[src/rtl/rv32_io_responder.sv]
// Memory-mapped IO target for the rv32 MEM stage: LEDs, switches, cycle counter,
// countdown timer with interrupt, and a byte FIFO feeding an 8N1 UART transmitter.
module rv32_io_responder #(
    parameter int BAUD_DIV   = 434,
    parameter int FIFO_DEPTH = 4
) (
    input  logic        clk,
    input  logic        reset,
    input  logic [31:2] io_addr,
    input  logic        io_we,
    input  logic [3:0]  io_be,
    input  logic [31:0] io_wdata,
    output logic [31:0] io_rdata,
    input  logic [9:0]  sw_in,
    output logic [9:0]  ledr_out,
    output logic        uart_tx,
    output logic        timer_irq
);
    localparam int PTR_W  = (FIFO_DEPTH > 1) ? $clog2(FIFO_DEPTH) : 1;
    localparam int CNT_W  = $clog2(FIFO_DEPTH + 1);
    localparam int BAUD_W = (BAUD_DIV > 1) ? $clog2(BAUD_DIV) : 1;
    localparam logic [BAUD_W-1:0] BAUD_RELOAD = BAUD_W'(BAUD_DIV - 1);
    localparam logic [CNT_W-1:0]  FIFO_FULL   = CNT_W'(FIFO_DEPTH);

    localparam logic [5:0] OFF_LED    = 6'd0;
    localparam logic [5:0] OFF_SW     = 6'd1;
    localparam logic [5:0] OFF_CYCLE  = 6'd2;
    localparam logic [5:0] OFF_TIMER  = 6'd3;
    localparam logic [5:0] OFF_STATUS = 6'd4;
    localparam logic [5:0] OFF_TXDATA = 6'd5;

    typedef enum logic [1:0] {
        ST_IDLE  = 2'd0,
        ST_START = 2'd1,
        ST_DATA  = 2'd2,
        ST_STOP  = 2'd3
    } tx_state_e;

    function automatic logic [31:0] merge_bytes(input logic [31:0] old_v,
                                                input logic [31:0] new_v,
                                                input logic [3:0]  be);
        logic [31:0] res;
        for (int i = 0; i < 4; i++) begin
            res[8*i +: 8] = be[i] ? new_v[8*i +: 8] : old_v[8*i +: 8];
        end
        return res;
    endfunction

    logic [9:0]        led_q, led_d;
    logic [9:0]        sw_meta_q, sw_sync_q;
    logic [31:0]       cycle_q, cycle_d;
    logic [31:0]       timer_q, timer_d;
    logic              exp_q, exp_d;
    logic              ovf_q, ovf_d;
    logic [31:0]       rdata_q, rdata_d;
    logic [7:0]        fifo_mem_q [FIFO_DEPTH];
    logic [7:0]        fifo_mem_d [FIFO_DEPTH];
    logic [PTR_W-1:0]  wr_ptr_q, wr_ptr_d, rd_ptr_q, rd_ptr_d;
    logic [CNT_W-1:0]  count_q, count_d;
    tx_state_e         state_q, state_d;
    logic [BAUD_W-1:0] baud_q, baud_d;
    logic [2:0]        bit_q, bit_d;
    logic [7:0]        shift_q, shift_d;
    logic              tx_q, tx_d;

    logic [5:0]  off_s;
    logic        we_led_s, we_timer_s, we_status_s, we_tx_s;
    logic        fifo_full_s, fifo_empty_s, push_req_s, push_ok_s, push_drop_s, pop_s;
    logic        expire_s, busy_s;
    logic [31:0] status_s;
    logic        unused_addr_s;

    assign off_s        = io_addr[7:2];
    assign unused_addr_s = ^io_addr[31:8];
    assign we_led_s     = io_we && (off_s == OFF_LED);
    assign we_timer_s   = io_we && (off_s == OFF_TIMER);
    assign we_status_s  = io_we && (off_s == OFF_STATUS);
    assign we_tx_s      = io_we && (off_s == OFF_TXDATA);
    assign fifo_full_s  = (count_q == FIFO_FULL);
    assign fifo_empty_s = (count_q == {CNT_W{1'b0}});
    assign push_req_s   = we_tx_s && io_be[0];
    assign push_ok_s    = push_req_s && !fifo_full_s;
    assign push_drop_s  = push_req_s && fifo_full_s;
    assign busy_s       = (state_q != ST_IDLE);
    assign status_s     = {27'd0, busy_s, ovf_q, fifo_empty_s, fifo_full_s, exp_q};

    // Register file next-state: LEDs, cycle counter, timer and sticky status flags.
    always_comb begin
        led_d = {(we_led_s && io_be[1]) ? io_wdata[9:8] : led_q[9:8],
                 (we_led_s && io_be[0]) ? io_wdata[7:0] : led_q[7:0]};
        cycle_d  = cycle_q + 32'd1;
        timer_d  = timer_q;
        expire_s = 1'b0;
        // A write always overrides the decrement; only a 1->0 step counts as expiry.
        if (we_timer_s) begin
            timer_d = merge_bytes(timer_q, io_wdata, io_be);
        end else if (timer_q != 32'd0) begin
            timer_d  = timer_q - 32'd1;
            expire_s = (timer_q == 32'd1);
        end else begin
            timer_d = timer_q;
        end
        exp_d = expire_s    | (exp_q & ~(we_status_s & io_be[0] & io_wdata[0]));
        ovf_d = push_drop_s | (ovf_q & ~(we_status_s & io_be[0] & io_wdata[3]));
    end

    // TX FIFO pointers, occupancy and storage.
    always_comb begin
        fifo_mem_d = fifo_mem_q;
        if (push_ok_s) begin
            fifo_mem_d[wr_ptr_q] = io_wdata[7:0];
        end else begin
            fifo_mem_d = fifo_mem_q;
        end
        wr_ptr_d = push_ok_s ? wr_ptr_q + PTR_W'(1) : wr_ptr_q;
        rd_ptr_d = pop_s ? rd_ptr_q + PTR_W'(1) : rd_ptr_q;
        case ({push_ok_s, pop_s})
            2'b10:   count_d = count_q + CNT_W'(1);
            2'b01:   count_d = count_q - CNT_W'(1);
            default: count_d = count_q;
        endcase
    end

    // UART transmit FSM; uart_tx is registered from the next-state bit value.
    always_comb begin
        state_d = state_q;
        baud_d  = baud_q;
        bit_d   = bit_q;
        shift_d = shift_q;
        tx_d    = tx_q;
        pop_s   = 1'b0;
        case (state_q)
            ST_IDLE: begin
                if (!fifo_empty_s) begin
                    pop_s   = 1'b1;
                    shift_d = fifo_mem_q[rd_ptr_q];
                    state_d = ST_START;
                    baud_d  = BAUD_RELOAD;
                    tx_d    = 1'b0;
                end else begin
                    tx_d = 1'b1;
                end
            end
            ST_START: begin
                if (baud_q == {BAUD_W{1'b0}}) begin
                    state_d = ST_DATA;
                    baud_d  = BAUD_RELOAD;
                    bit_d   = 3'd0;
                    tx_d    = shift_q[0];
                end else begin
                    baud_d = baud_q - BAUD_W'(1);
                end
            end
            ST_DATA: begin
                if (baud_q == {BAUD_W{1'b0}}) begin
                    baud_d = BAUD_RELOAD;
                    if (bit_q == 3'd7) begin
                        state_d = ST_STOP;
                        tx_d    = 1'b1;
                    end else begin
                        bit_d   = bit_q + 3'd1;
                        shift_d = {1'b0, shift_q[7:1]};
                        tx_d    = shift_q[1];
                    end
                end else begin
                    baud_d = baud_q - BAUD_W'(1);
                end
            end
            ST_STOP: begin
                // Chain straight into the next START so frames run back-to-back.
                if (baud_q == {BAUD_W{1'b0}}) begin
                    if (!fifo_empty_s) begin
                        pop_s   = 1'b1;
                        shift_d = fifo_mem_q[rd_ptr_q];
                        state_d = ST_START;
                        baud_d  = BAUD_RELOAD;
                        tx_d    = 1'b0;
                    end else begin
                        state_d = ST_IDLE;
                        tx_d    = 1'b1;
                    end
                end else begin
                    baud_d = baud_q - BAUD_W'(1);
                end
            end
            default: begin
                state_d = ST_IDLE;
                tx_d    = 1'b1;
            end
        endcase
    end

    // Read mux; sampled into io_rdata so data appears one cycle after the address.
    always_comb begin
        case (off_s)
            OFF_LED:    rdata_d = {22'd0, led_q};
            OFF_SW:     rdata_d = {22'd0, sw_sync_q};
            OFF_CYCLE:  rdata_d = cycle_q;
            OFF_TIMER:  rdata_d = timer_q;
            OFF_STATUS: rdata_d = status_s;
            default:    rdata_d = 32'd0;
        endcase
    end

    // State registers with synchronous reset.
    always_ff @(posedge clk) begin
        if (reset) begin
            led_q      <= 10'd0;
            sw_meta_q  <= 10'd0;
            sw_sync_q  <= 10'd0;
            cycle_q    <= 32'd0;
            timer_q    <= 32'd0;
            exp_q      <= 1'b0;
            ovf_q      <= 1'b0;
            rdata_q    <= 32'd0;
            fifo_mem_q <= '{default: 8'd0};
            wr_ptr_q   <= {PTR_W{1'b0}};
            rd_ptr_q   <= {PTR_W{1'b0}};
            count_q    <= {CNT_W{1'b0}};
            state_q    <= ST_IDLE;
            baud_q     <= {BAUD_W{1'b0}};
            bit_q      <= 3'd0;
            shift_q    <= 8'd0;
            tx_q       <= 1'b1;
        end else begin
            led_q      <= led_d;
            sw_meta_q  <= sw_in;
            sw_sync_q  <= sw_meta_q;
            cycle_q    <= cycle_d;
            timer_q    <= timer_d;
            exp_q      <= exp_d;
            ovf_q      <= ovf_d;
            rdata_q    <= rdata_d;
            fifo_mem_q <= fifo_mem_d;
            wr_ptr_q   <= wr_ptr_d;
            rd_ptr_q   <= rd_ptr_d;
            count_q    <= count_d;
            state_q    <= state_d;
            baud_q     <= baud_d;
            bit_q      <= bit_d;
            shift_q    <= shift_d;
            tx_q       <= tx_d;
        end
    end

    assign io_rdata  = rdata_q;
    assign ledr_out  = led_q;
    assign uart_tx   = tx_q;
    assign timer_irq = exp_q;

endmodule
[config.mk]
export PLATFORM = sky130hd
export DESIGN_NAME = rv32_io_responder
export DESIGN_NICKNAME = d
export VERILOG_FILES = /design/src/rtl/rv32_io_responder.sv
export SDC_FILE = /design/constraint.sdc
export NUM_CORES = 1
export LEC_CHECK = 0
export ABC_CLOCK_PERIOD_IN_PS = 3400
export CAP_MARGIN = 10
export CELL_PAD_IN_SITES_DETAIL_PLACEMENT = 2
export CELL_PAD_IN_SITES_GLOBAL_PLACEMENT = 2
export CORE_ASPECT_RATIO = 1.4
export CORE_MARGIN = 1
export CORE_UTILIZATION = 33
export DETAILED_ROUTE_END_ITERATION = 8
export PLACE_DENSITY = 0.9
export SLEW_MARGIN = 20
export SYNTH_ARGS = -nofsm -noshare
export SYNTH_HDL_FRONTEND = slang
export SYNTH_SLANG_ARGS = --single-unit
[constraint.sdc]
create_clock -name clk -period 3.4 [get_ports clk]
set_input_delay 0.34 -clock clk [delete_from_list [all_inputs] [get_ports clk]]
set_output_delay 0.34 -clock clk [all_outputs]
set_load 0.05 [all_outputs]
* Yosys cells after proc, flatten, opt, wreduce, memory -nomap -nowiden
Index checks and enable logic that the tools add are counted.
Storage, ports and cells: logic and storage cells 144, bits of input ports 79, flip-flop bits (word level) 190
Operators by class: bitwise gates (word level) 11, eq/ne operators 23, order comparisons 3, reductions and logical operators 30, multiplexer cells 45, $add $sub $neg 8
Operators with widths (count):
- case mux 32 bit (5 select lines) | 1
- two-way mux 8 bit | 11
- two-way mux 32 bit | 2
- adder 32 x 1 -> 32 bit (second input constant) | 1
- bitwise mux 32 bit | 1
- == test 32 x 1 -> 1 bit (second input constant) | 1
- nonzero test 32 bit | 1
- subtractor 32 x 1 -> 32 bit (second input constant) | 1
- two-way mux 9 bit | 3
- case mux 9 bit (3 select lines) | 1
- case mux 8 bit (3 select lines) | 1
- != test 2 bit (second input constant) | 10
- binary-select mux 8 bit (select 2 bit) | 1
- demux 8 bit (select 2 bit) | 1
- == test 6 x 2 -> 1 bit (second input constant) | 2
- == test 6 x 3 -> 1 bit (second input constant) | 2
- case mux 3 bit (2 select lines) | 2
- logical AND 1 bit | 10
- two-way mux 1 bit | 10
- two-way mux 2 bit | 5
- logical NOT 9 bit | 1
- two-way mux 3 bit | 3
- subtractor 9 x 1 -> 9 bit (second input constant) | 1
- case mux 2 bit (4 select lines) | 1
- 26 further kinds | 47

* Longest topological paths before layout
Gate-level depths: netlist of run 1.
depth after elaboration 7, gate-level depth with buffers 10, gate-level depth less buffers 10

* Least setup slack after synthesis of run 1
Ideal clock, no wire load.
path type in2reg, start input io_addr[5] in the netlist's numbering, end register count_q[2], stages 10, slack 0.522 ns, data arrival time 2.807 ns, library setup time 0.070 ns, cell sequence nor3_1 -> nand3b_1 -> nor3_1 -> clkbuf_1 -> inv_1 -> ha_1 -> fa_1 -> xnor2_1 -> or3_1 -> a21oi_1
Between the ends: cells in the longest elaborated chain, start to end 6
Ends and longest elaborated chain:
- start: declaration | line 9 | input logic [31:2] io_addr,
- == test 6 x 3 -> 1 bit * | line 78 | assign we_tx_s = io_we && (off_s == OFF_TXDATA);
- logical AND 1 bit * | line 78
- logical AND 1 bit * | line 81 | assign push_req_s = we_tx_s && io_be[0];
- logical AND 1 bit * | line 82 | assign push_ok_s = push_req_s && !fifo_full_s;
- == test 2 x 1 -> 1 bit / == test 2 bit (equally long branches) | line 117 | case ({push_ok_s, pop_s})
- case mux 3 bit (2 select lines) / nonzero test 2 bit (equally long branches)
- end signal: assignment | line 219 | count_q <= {CNT_W{1'b0}};
- end signal: assignment | line 237 | count_q <= count_d;
- end: declaration | line 59 | logic [CNT_W-1:0] count_q, count_d;
Mark *: on every way between the ends. The rest lies on a longest branch, timed or not. A chain may end at the register's enable or synchronous reset.

* Worst setup path in the final report of run 1
start register timer_q[9], end register timer_q[29]
Between the ends: cells in the longest elaborated chain, start to end 3
Ends and longest elaborated chain:
- start: declaration | line 52 | logic [31:0] timer_q, timer_d;
- start signal: assignment | line 230 | timer_q <= timer_d;
- subtractor 32 x 1 -> 32 bit / nonzero test 32 bit (equally long branches) | line 98, 97
- two-way mux 32 bit / nonzero test 2 bit (equally long branches)
- two-way mux 32 bit / AND reduction 2 bit (equally long branches)
Parallel ways exist; a longest one is shown, timed or not. The select of a mux whose other input is x is not followed.

==> impl_metrics.json, run 1 <==
{
  "status": "finished clean",
  "reg2reg_slack_ns": 0.34,
  "drc_errors": 0,
  "power_density_nw_per_um2": 697,
  "cap_violations": 0,
  "tritoncts": "built",
  "min_from": "reset",
  "required_ns": 3.75,
  "dr.pass1.iters": 5,
  "post-dp-hpwl_um": 23800,
  "cts_buffers": 17,
  "vias": 8499,
  "p_sw_w": 0.00302,
  "finalHoldViolCount": 0,
  "ir_drop_mv": 0.469,
  "slowest_stage": "or4_1",
  "cp-start-kind": "register",
  "cts.sinks": 190,
  "pwr-share-clk_pct": 26.9,
  "r2r_cells": 7,
  "endpoint_kind": "register",
  "drt_wl_total_um": 34600,
  "coreArea_um2": 26300,
  "ys_warn_count": 0,
  "track_usage_pct": 26.0,
  "drt_iter0_drc": 422,
  "hold-path-cell-count": 2,
  "grt_antenna_before_repair": 0,
  "synth_top_area_share_pct": 43.0,
  "p_int_w": 0.00452,
  "dieArea_um2": 27500,
  "ios": 123,
  "area_growth_pct": 22.3,
  "cts_hold_buffers": 0,
  "rr_endpoint": "timer_q[29]$_SDFFE_PP0P_",
  "max_freq_ghz": 0.327,
  "leakagePower_nw": 3.77,
  "synth_area_leader_cell": "dfxtp_1",
  "dp_slack_ns": 0.278,
  "sequentialPowerShare_pct": 37.7,
  "slew_violations": 0,
  "placementRows": 70,
  "setup_viol": 0,
  "synth_edf_count": 0,
  "multiInputGateArea_um2": 4760,
  "grt_pass1_wl_um": 54800,
  "fin_crit_sh_pct": 89.9,
  "synth-seq-area-share_pct": 43.0,
  "utilization_pct": 41.2,
  "slew_headroom_pct": 45.0,
  "clk_latency_ns": 0.45,
  "tightest_slew_ns": 0.822,
  "crit_family": "simple AND/OR/NAND/NOR gates",
  "cts_setup_buffers": 0,
  "power_frac_comb_pct": 35.4,
  "synth.area.top_cells": "dfxtp_1, nor2_1, a21oi_1",
  "netlist_instances": 1030,
  "portBuffers": 98,
  "diodes": 0,
  "avgViaCountPerCell": 5.86,
  "synth_area_um2": 8850,
  "synth_most_common_cell": "dfxtp_1",
  "cts_root_buffer": "clkbuf_16",
  "path_buf_inv": 1,
  "fillCellCount": 2868,
  "fin_setup_tns_ns": 0,
  "gp_congestion": 0.842,
  "cts_resized": 0,
  "async_flop_share_pct": 0,
  "fin_skew_ns": 0.0121,
  "ant_nets": 0,
  "switching_share_pct": 40.1,
  "clk_pin_slew_worst_paths_ns": 0.08,
  "post-route-min-period_ns": 3.06,
  "register_area_um2": 3800,
  "syn_avg_cell_area_um2": 8.59,
  "stdcell_count": 1451,
  "clockBufferDepth": 2,
  "whs_ns": 0.343,
  "synth_seq_cells": 190,
  "initial_core_util_pct": 33.7,
  "cp_max_fo": 10,
  "hold_path.class": "primary input to register",
  "dpl.cell_count": 1419,
  "die_h_um": 196,
  "hold_path_end": "cycle_q[25]$_SDFF_PP0_",
  "layout.nets": 1211,
  "synthFlopType": "dfxtp_1",
  "grt_max_degree": 71,
  "syn-num-nets": 1127,
  "grt_pass1_vias": 9455,
  "cts.htree.levels": 4,
  "timing.rr.start": "timer_q[9]$_SDFFE_PP0P_",
  "crit_type": "register to register",
  "cp.arrival_ns": 3.40,
  "die_x_um": 140,
  "gr-total-overflow": 0,
  "synthTopCellsByCount": "dfxtp_1, nor2_1, nand2_1",
  "worst_slack_ns": 0.343,
  "grt_setup_unrepaired": "false",
  "slowest_delay_ns": 0.64,
  "drive_above_1_share_pct": 8.61,
  "synth_cell_types": 68,
  "critical_path.cell_chain": "or4_4 > or4_1 > nor4_4 > buf_4 > a21o_1 > a221oi_1 > nor3_1",
  "routedWlPerCell_um": 23.8
}
[layer usage]
metal	track usage [%]	part of all wire [%]	vias up
li1	-	-	3858
met1	27.9	39	4286
met2	47.3	52	246
met3	3.95	3.4	109
met4	16.6	6.1	0
met5	0	0	-
[sequential cells by signal, indices dropped and copies added (netlist names), 3 cells and up]
| name | flops |
|---|---|
| cycle_q | 32 |
| fifo_mem_q | 32 |
| io_rdata | 32 |
| timer_q | 32 |
| ledr_out | 10 |
| sw_meta_q | 10 |
| sw_sync_q | 10 |
| baud_q | 9 |
| shift_q | 8 |
| bit_q | 3 |
| count_q | 3 |
[cell usage in the layout, fill, tap and decap left out, drive strengths merged, types with 29 or more instances in the layout]
cell type	n
nor2	132
o21ai	43
clkdlybuf4s50	97
nand2	99
dfxtp	190
nor3	33
a21oi	76
nand3	57
buf	30
mux2i	29
[power by group through the flow]
| stage | Sequential, W | Clock [W] | Combinational [W] |
|---|---|---|---|
| CTS | 0.00283 | 0.00206 | 0.00266 |
| floorplan | 0.00271 | 0 | 0.00179 |
| global placement | 0.00285 | 0 | 0.00243 |
| global route | 0.00287 | 0.00215 | 0.00291 |
| finish | 0.00284 | 0.00203 | 0.00267 |
| detailed placement | 0.00287 | 0 | 0.00258 |
[kinds of logic after synthesis]
family | Yosys count | share of synthesized area (%)
simple gates | 438 | 24.3
compound gates | 218 | 15.7
flops | 190 | 43.0
buf+inv | 83 | 3.63
mux | 45 | 6.97
xor+xnor | 38 | 3.76
fa+ha+maj | 18 | 2.63
[worst max-delay path by stage]
| stage | startpoint | endpoint | slack, ns | cells past startpoint |
|---|---|---|---|---|
| after global placement | io_addr[5] | count_q[2]$_SDFFE_PP0P_ | 0.46 | 10 |
| after CTS | timer_q[9]$_SDFFE_PP0P_ | timer_q[5]$_SDFFE_PP0P_ | 0.36 | 7 |
| after global routing | timer_q[9]$_SDFFE_PP0P_ | timer_q[5]$_SDFFE_PP0P_ | 0.19 | 7 |
| after detailed placement | io_addr[7] | count_q[2]$_SDFFE_PP0P_ | 0.28 | 10 |
| after floorplan | io_addr[5] | count_q[2]$_SDFFE_PP0P_ | 0.52 | 10 |
| final | timer_q[9]$_SDFFE_PP0P_ | timer_q[29]$_SDFFE_PP0P_ | 0.34 | 7 |
[final cells by class]
type,count,share of cell area [%]
Clock inverter,14,1.39
Tap cell,324,3.75
Inverter,21,0.728
Multi-Input combinational cell,757,44.0
Timing Repair Buffer,127,11.1
Sequential cell,190,35.1
Clock buffer,18,3.97
[stage by stage]
stage / instance area, µm² / power [W]
after floorplan: 8850 / 0.00450
after global placement: 10200 / 0.00528
after detailed placement: 10200 / 0.00545
after CTS: 10800 / 0.00754
after global routing: 10800 / 0.00793
final: 10800 / 0.00754
No activity file was read; power rests on OpenSTA's default activity.
==> run 2: changes to the inputs <==
--- a/config.mk
+++ b/config.mk
@@ -5,13 +5,14 @@
 export SDC_FILE = /design/constraint.sdc
 export NUM_CORES = 1
 export LEC_CHECK = 0
+export ABC_AREA = 1
 export ABC_CLOCK_PERIOD_IN_PS = 3400
 export CAP_MARGIN = 10
 export CELL_PAD_IN_SITES_DETAIL_PLACEMENT = 2
 export CELL_PAD_IN_SITES_GLOBAL_PLACEMENT = 2
 export CORE_ASPECT_RATIO = 1.4
 export CORE_MARGIN = 1
-export CORE_UTILIZATION = 33
+export CORE_UTILIZATION = 31
 export DETAILED_ROUTE_END_ITERATION = 8
 export PLACE_DENSITY = 0.9
 export SLEW_MARGIN = 20
==> run 2 against run 1 <==
  * Critical path depth rose by 5
  * First-iteration DRC count decreased by 5.2%
  * Count of clock-buffer cells in the layout increased by 1
  * Synthesized cell count rose by 36%
  * Sequential power grew 2%
  * Cell count increased by 30%
  * Highest routed layer unchanged
==> impl_metrics.json, run 2 <==
{
  "synth_edf_count": 0,
  "slowest_delay_ns": 0.44,
  "critical_path.cell_chain": "inv_1 > ha_1 > nand2_1 > nor3_1 > nand4_1 > nand2_1 > nand2_1 > inv_1 > ha_1 > fa_1 > o21ai_0 > nor2_1",
  "slew_headroom_pct": 47.0,
  "layout_common_cells": "nand2_1, nor2_1, dfxtp_1",
  "clk_pin_slew_worst_paths_ns": 0.07,
  "drt_wl_total_um": 37100,
  "synth_area_um2": 9710,
  "synthTopCellsByCount": "nand2_1, nor2_1, dfxtp_1",
  "portBuffers": 98,
  "syn-num-nets": 1500,
  "max_freq_ghz": 0.344,
  "dieArea_um2": 32000,
  "p_int_w": 0.00487,
  "ios": 123,
  "finalHoldViolCount": 0,
  "slew_violations": 0,
  "crit_type": "register to register",
  "synthXorXnorAreaFrac_pct": 1.26,
  "synth_top_family_by_area": "simple AND/OR/NAND/NOR gates",
  "synth_cell_types": 51,
  "gr-total-overflow": 0,
  "cts_resized": 0,
  "track_usage_pct": 24.0,
  "netlist_instances": 1403,
  "status": "finished clean",
  "clk_latency_ns": 0.46,
  "synth_area_leader_cell": "dfxtp_1",
  "switching_share_pct": 45.1,
  "cts_setup_buffers": 0,
  "synth_compound_area_share_pct": 18.3,
  "cp-start-kind": "register",
  "coreArea_um2": 30800,
  "synth_seq_cells": 190,
  "grt_antenna_before_repair": 0,
  "drt_iter0_drc": 400,
  "avgViaCountPerCell": 5.28,
  "whs_ns": 0.395,
  "required_ns": 3.75,
  "synth-seq-area-share_pct": 39.2,
  "fin_skew_ns": 0.0157,
  "cts.htree.levels": 4,
  "grt_max_degree": 63,
  "crit_top_cell": "nand2_1",
  "fillCellCount": 3613,
  "tightest_slew_ns": 0.792,
  "synth_most_common_cell": "nand2_1",
  "layout.nets": 1579,
  "area_growth_pct": 19.6,
  "synth_top_area_share_pct": 39.2,
  "cap_violations": 0,
  "sequentialPowerShare_pct": 32.6,
  "hold-path-cell-count": 3,
  "synth_fa_ha_area_share_pct": 2.40,
  "initial_core_util_pct": 31.5,
  "setup_viol": 0,
  "fin_crit_sh_pct": 85.5,
  "ant_nets": 0,
  "post-dp-hpwl_um": 27300,
  "synthSimpleGateAreaFrac_pct": 29.0,
  "synthFlopType": "dfxtp_1",
  "gp_congestion": 0.853,
  "post-route-min-period_ns": 2.91,
  "p_sw_w": 0.00400,
  "dr.pass1.iters": 4,
  "diodes": 0,
  "tritoncts": "built",
  "syn_avg_cell_area_um2": 6.92,
  "cts_buffers": 17,
  "power_density_nw_per_um2": 764,
  "grt_pass1_wl_um": 58700,
  "slowest_stage": "fa_1",
  "grt_setup_unrepaired": "false",
  "endpoint_kind": "register",
  "vias": 9941,
  "hold_path.class": "primary input to register",
  "leakagePower_nw": 4.66,
  "async_flop_share_pct": 0,
  "r2r_cells": 12,
  "synthMuxAreaShare_pct": 0,
  "clockBufferDepth": 2,
  "grt_pass1_vias": 11000,
  "drive_above_1_share_pct": 6.36,
  "routedWlPerCell_um": 19.7,
  "ir_drop_mv": 0.434,
  "fin_setup_tns_ns": 0,
  "die_x_um": 152,
  "mostFrequentLayoutCell": "nand2_1",
  "cts_hold_buffers": 0,
  "drc_errors": 0,
  "ys_warn_count": 0,
  "placementRows": 76,
  "cts_root_buffer": "clkbuf_16",
  "cp_max_fo": 5,
  "power_frac_comb_pct": 43.3,
  "synth.area.top_cells": "dfxtp_1, nand2_1, nor2_1",
  "pwr-share-clk_pct": 24.1,
  "cts.sinks": 190,
  "die_h_um": 211,
  "cp.arrival_ns": 3.25
}
run 2: final cells by class:
type                       count  area [µm²]  area share, %
clock buffer                  19         443           3.82
clock inverter                11         158           1.36
inverter                     186         711           6.12
multi-input combinational    979        4950           42.7
sequential                   190        3800           32.8
tap                          390         488           4.20
timing repair buffer         108        1050           9.07
run 2: through the flow:
step	utilization (%)	worst slack [ns]	total power [W]	area, µm²	cells
final	37.7	0.494	0.00887	11600	1883
after global routing	37.7	0.303	0.00946	11600	1883
after CTS	37.7	0.522	0.00893	11600	1883
after detailed placement	35.7	0.636	0.00668	11000	1853
after global placement	35.7	0.716	0.00639	11000	1853
after floorplan	-	1.28	0.00544	9710	1403
run 2: cells by family (layout without fill, tap and decap cells):
group	Yosys count	after routing
compound gates	298	298
xor+xnor	14	14
fa+ha+maj	18	18
buf+inv	234	324
flops	190	190
simple gates	649	649
run 2: critical path, delay by kind of cell (launching register included):
| kind | cells | cell delay, ns |
|---|---|---|
| and+or+nand+nor | 6 | 1.02 |
| adders and majority gates | 3 | 0.95 |
| DFF | 1 | 0.30 |
| buffers and inverters | 2 | 0.29 |
| AOI/OAI and AO/OA | 1 | 0.23 |
run 2: worst paths after layout:
path | startpoint | endpoint | slack, ns
min | sw_in[4] | sw_meta_q[4]$_SDFF_PP0_ | 0.40
min reg2reg | sw_meta_q[1]$_SDFF_PP0_ | sw_sync_q[1]$_SDFF_PP0_ | 0.41
max | baud_q[0]$_SDFF_PP0_ | count_q[1]$_SDFFE_PP0P_ | 0.49
max reg2reg | baud_q[0]$_SDFF_PP0_ | count_q[1]$_SDFFE_PP0P_ | 0.49
run 2: metal layers:
metal  GRT usage, %  up-vias  part of all wire (%)
met3           3.32       94                   2.7
met2           45.7      187                    54
met1           24.8     4936                    39
met5              0        -                     0
li1               -     4724                     -
met4           13.1        0                   4.4
run 2: power groups by stage:
stage,Sequential [W],Combinational (W),Clock (W)
2_1_floorplan,0.00276,0.00268,0
3_3_place_gp,0.00291,0.00348,0
3_5_place_dp,0.00293,0.00375,0
4_1_cts,0.00289,0.00385,0.00219
5_1_grt,0.00292,0.00429,0.00225
6_report,0.00289,0.00384,0.00214
==> run 3: changes to the inputs <==
--- a/config.mk
+++ b/config.mk
@@ -7,7 +7,7 @@
 export LEC_CHECK = 0
 export ABC_AREA = 1
 export ABC_CLOCK_PERIOD_IN_PS = 3400
-export CAP_MARGIN = 10
+export CAP_MARGIN = 25
 export CELL_PAD_IN_SITES_DETAIL_PLACEMENT = 2
 export CELL_PAD_IN_SITES_GLOBAL_PLACEMENT = 2
 export CORE_ASPECT_RATIO = 1.4
@@ -15,7 +15,6 @@
 export CORE_UTILIZATION = 31
 export DETAILED_ROUTE_END_ITERATION = 8
 export PLACE_DENSITY = 0.9
-export SLEW_MARGIN = 20
 export SYNTH_ARGS = -nofsm -noshare
 export SYNTH_HDL_FRONTEND = slang
 export SYNTH_SLANG_ARGS = --single-unit
==> results of run 3 <==
Same layout as run 2: the final DEF is identical, and so are final timing and power.
